===== config.mk =====
export PLATFORM = sky130hd
export DESIGN_NAME = demux_1_2_stream
export DESIGN_NICKNAME = d
export VERILOG_FILES = /design/src/rtl/demux_1_2_stream.sv
export SDC_FILE = /design/constraint.sdc
export NUM_CORES = 1
export LEC_CHECK = 0
export ABC_AREA = 1
export ABC_CLOCK_PERIOD_IN_PS = 2850
export CAP_MARGIN = 20
export CORE_MARGIN = 2
export CORE_UTILIZATION = 45
export CTS_CLUSTER_DIAMETER = 60
export CTS_CLUSTER_SIZE = 20
export DETAILED_ROUTE_END_ITERATION = 8
export PLACE_DENSITY = 0.89
export SYNTH_ARGS = -nofsm -noshare
export SYNTH_HDL_FRONTEND = slang
export SYNTH_SLANG_ARGS = --single-unit

===== constraint.sdc =====
create_clock -name clk -period 2.85 [get_ports clk]
set_input_delay 0.57 -clock clk [delete_from_list [all_inputs] [get_ports clk]]
set_output_delay 0.57 -clock clk [all_outputs]
set_load 0.05 [all_outputs]

===== src/rtl/demux_1_2_stream.sv =====
// 1:2 registered stream demultiplexer; packets are locked to the output chosen on their first beat.
// Optional delivered-beat counters on both outputs when DEMUX_CNT_EN is defined.
module demux_1_2_stream #(
    parameter int unsigned WIDTH = 8
) (
    input  logic             clk,
    input  logic             rst_n,
    input  logic [WIDTH-1:0] s_data,
    input  logic             s_last,
    input  logic             s_valid,
    output logic             s_ready,
    input  logic             sel,
    output logic [WIDTH-1:0] m0_data,
    output logic             m0_last,
    output logic             m0_valid,
    input  logic             m0_ready,
    output logic [WIDTH-1:0] m1_data,
    output logic             m1_last,
    output logic             m1_valid,
    input  logic             m1_ready
`ifdef DEMUX_CNT_EN
    ,
    output logic [15:0]      m0_cnt,
    output logic [15:0]      m1_cnt
`endif
);

    typedef enum logic [1:0] {StIdle, StLock0, StLock1} state_e;

    state_e state;
    logic   target;
    logic   free0;
    logic   free1;
    logic   accept;
    logic   load0;
    logic   load1;

    // sel only matters on the first beat of a packet
    assign target  = (state == StIdle) ? sel : (state == StLock1);
    assign free0   = !m0_valid || m0_ready;
    assign free1   = !m1_valid || m1_ready;
    assign s_ready = target ? free1 : free0;
    assign accept  = s_valid && s_ready;
    assign load0   = accept && !target;
    assign load1   = accept && target;

    always_ff @(posedge clk or negedge rst_n) begin
        if (!rst_n) begin
            state    <= StIdle;
            m0_valid <= 1'b0;
            m0_data  <= '0;
            m0_last  <= 1'b0;
            m1_valid <= 1'b0;
            m1_data  <= '0;
            m1_last  <= 1'b0;
        end else begin
            if (load0) begin
                m0_valid <= 1'b1;
                m0_data  <= s_data;
                m0_last  <= s_last;
            end else if (m0_ready) begin
                m0_valid <= 1'b0;
            end
            if (load1) begin
                m1_valid <= 1'b1;
                m1_data  <= s_data;
                m1_last  <= s_last;
            end else if (m1_ready) begin
                m1_valid <= 1'b0;
            end
            if (accept) begin
                unique case (state)
                    StIdle: begin
                        if (!s_last) begin
                            state <= sel ? StLock1 : StLock0;
                        end
                    end
                    StLock0, StLock1: begin
                        if (s_last) begin
                            state <= StIdle;
                        end
                    end
                    default: state <= StIdle;
                endcase
            end
        end
    end

`ifdef DEMUX_CNT_EN
    always_ff @(posedge clk or negedge rst_n) begin
        if (!rst_n) begin
            m0_cnt <= '0;
            m1_cnt <= '0;
        end else begin
            if (m0_valid && m0_ready) begin
                m0_cnt <= m0_cnt + 16'd1;
            end
            if (m1_valid && m1_ready) begin
                m1_cnt <= m1_cnt + 16'd1;
            end
        end
    end
`endif

endmodule

==> qor.log <==
[run_status] status finished, final reports clean
[finish] area of the multi-input gates 407 um^2
[sta] count of endpoints failing setup in the final report 0
[sta] Fmax achieved 0.446 GHz
[detailed_routing] count of nets left with antenna violations after detail routing 0
[detailed_routing] mean number of vias per cell 4.73
[floorplanning] I/O Pins 36
[placement] Port-buffer cells 35
[detailed_routing] via count 814
[power] worst supply voltage drop on vdd 975 uV
[power] power density cells 1400 mW/mm^2
[worst_setup_path] CP arrival 1670 ps
[floorplanning] number of placement rows 17
[finish] Layout Area Growth over Synthesis 40.6%
[flow_run] number of violations of the max-capacitance limit 0
[floorplanning] Horiz. Die Dim 52.2 um
[detailed_routing] total wire length after detailed routing 2050 um
[synthesis] number of cells produced by synthesis 107
[detailed_routing] first-pass iteration count of the detailed router 3
[cts] clock slew seen by the registers of the worst setup and hold paths 120 ps
[finish] final antenna diode count 0
[floorplanning] core box area 0.00221 mm^2
[cts] CTS tree yes
[cts] H-tree depth 1
[cts] clock root buffer master clkbuf_4
[synthesis] most area-consuming cells after synthesis dfrtp_1, o21ai_2, nand2_1
[global_route] number of global-route vias before repair 804
[synthesis] unique cell type count in the Yosys netlist 12
[floorplanning] starting density of the core 47.3%
[sta] Final Max Tran Viols 0
[detailed_routing] routed length on met2 1010 um
[synthesis] synthesis warning total 0
[sta] clock period minus final worst setup slack 2240 ps
[detailed_routing] Iter 0 DRT Violations 8
[sta] measured slew at the worst slew-check pin 949 ps
[synthesis] area fraction of the dominant cell type after synthesis 52.6%
[worst_setup_path] kind of critical path input pin to output port
[sta] RSZ-0062 raised after global routing no
[floorplanning] die boundary height 52.2 um
[worst_setup_path] Critical Path Source Type input pin
[sta] worst hold-check slack 488 ps
[cts] CTS-repair resized insts 0
[finish] total area of sequential cells 551 um^2
[sta] hold violation total from the final report 0
[synthesis] Post-Syn Area 0.00105 mm^2
[detailed_routing] average routed wire per standard cell 11.9 um
[detailed_routing] routed length on met1 922 um
[synthesis] syn_nets 124
[cts] clock latency on the worst-skew pair 300 ps
[worst_setup_path] required time of the worst setup path 2280 ps
[worst_setup_path] category of the worst setup path capture point output port
[sta] post-route clock period utilization 78.7%
[power] static power due to leakage 0.000719 uW
[placement] DP Area 0.00142 mm^2
[floorplanning] Die ar. 0.00273 mm^2
[cts] buffer depth of the longest clock path 2
[placement] worst slack at placement 615 ps
[synthesis] most area-hungry cell type in the Yosys netlist dfrtp_1
[sta] Slew headroom 36.5%
[placement] half-perimeter wire length after detailed placement 1570 um
[global_route] all-layer global routing usage 17.2%
[sta] smallest setup slack after layout 608 ps
[detailed_routing] highest routed layer met3
[sta] Max Clock Skew 5.39 ps
[worst_hold_path] Hold WC Path Type flop to flop
[placement] RD Place Congestion 0.683
[finish] final instance area 0.00147 mm^2
[detailed_routing] Remaining DRCs 0
[cts] # Post-CTS Setup Buffers 0
[finish] filler instances 190
[global_route] total overflow reported by the global router 0
[sta] final total negative setup slack 0 ps
[worst_setup_path] peak fanout along the critical path 3
[synthesis] share of the yosys chip area belonging to registers 52.6%
[synthesis] post-synthesis area per instance 9.79 um^2
[finish] share of post-route cells with drive strength above 1 19.4%
[finish] number of nets in the layout 162
[global_route] largest net degree at the start of global routing 23
[global_route] initial antenna violation count 0
[cts] total number of clock tree sinks 22
[cts] hold buffers post-CTS 0
[synthesis] synthesized flop and latch total 22
[detailed_routing] routed length on met3 122 um
[cts] CTS Buf Count 3
[global_route] global-route wire length before repair 3530 um
[through the flow]
step	cells	utilization [%]	power [uW]
6_report	172	66.6	2070
3_5_place_dp	168	64.2	1850
5_1_grt	172	66.6	2190
4_1_cts	172	66.6	2090
3_3_place_gp	168	64.2	1810
2_1_floorplan	107	-	1440
[worst max-delay path, stage by stage]
cell	delay, ps
clkdlybuf4s50_1	490
inv_1	50
nand2_1	140
nand3_1	100
nand2_1	160
buf_12	160
[state kept, by name, summed over array words and instances (netlist names)]
register	cells
m0_last	1
m1_valid	1
m1_data	8
m1_last	1
m0_data	8
m0_valid	1
state	2
[worst paths after layout]
path | cells past startpoint | slack, ps | start | endpoint
max | 6 | 610 | m0_ready | s_ready
min | 2 | 490 | state[0] | state[0]
max reg2reg | 7 | 1330 | state[1] | m0_data[7]
min reg2reg | 2 | 490 | state[0] | state[0]
max in group asynchronous | 1 | 1490 | rst_n | m1_valid
min in group asynchronous | 1 | 780 | rst_n | m0_data[6]
[report_power, final]
part / switching (uW) / leakage (uW) / internal, uW
logic: 858 / 0.000416 / 431
clock network: 92.8 / 0.0000279 / 142
registers: 84.8 / 0.000274 / 460
total: 1040 / 0.000719 / 1030
[layout make-up]
cell class / instances / share of cell area [%]
clock buffers: 3 / 1.53
well taps: 28 / 2.38
multi-input cells: 65 / 27.6
clock inverters: 1 / 2.04
inverters: 18 / 4.59
flip-flops and latches: 22 / 37.4
repair buffers: 35 / 24.5
[metal layers]
metal / track usage (%) / vias up
li1: - / 407
met4: 2.56 / 0
met3: 4.00 / 0
met1: 24.1 / 381
met5: 0 / -
met2: 28.1 / 26
[synth_stat cells]
master and count:
nor2_1 5, nand2_1 30, nand3_1 5, nand2_2 1, nand4_4 1, buf_6 2, nand2_4 2, o21ai_2 18
nand3_4 1, dfrtp_1 22, ha_1 2, inv_1 18
[placed cells by master, fill, tap and decap left out, drive strengths merged]
| master | instances |
|---|---|
| ha | 2 |
| dfrtp | 22 |
| nand4 | 1 |
| clkbuf | 3 |
| clkdlybuf4s50 | 34 |
| buf | 1 |
| bufinv | 1 |
| nor2 | 5 |
| nand3 | 6 |
| o21ai | 18 |
| nand2 | 33 |
| inv | 18 |
[logic make-up after synthesis]
group                      Yosys count  synth area share [%]
and+or+nand+nor                     45                  21.4
DFF                                 22                  52.6
buffers and inverters               20                  8.60
AOI/OAI and AO/OA                   18                  15.1
adders and majority gates            2                  2.39
No activity file was read; power rests on OpenSTA's default activity.
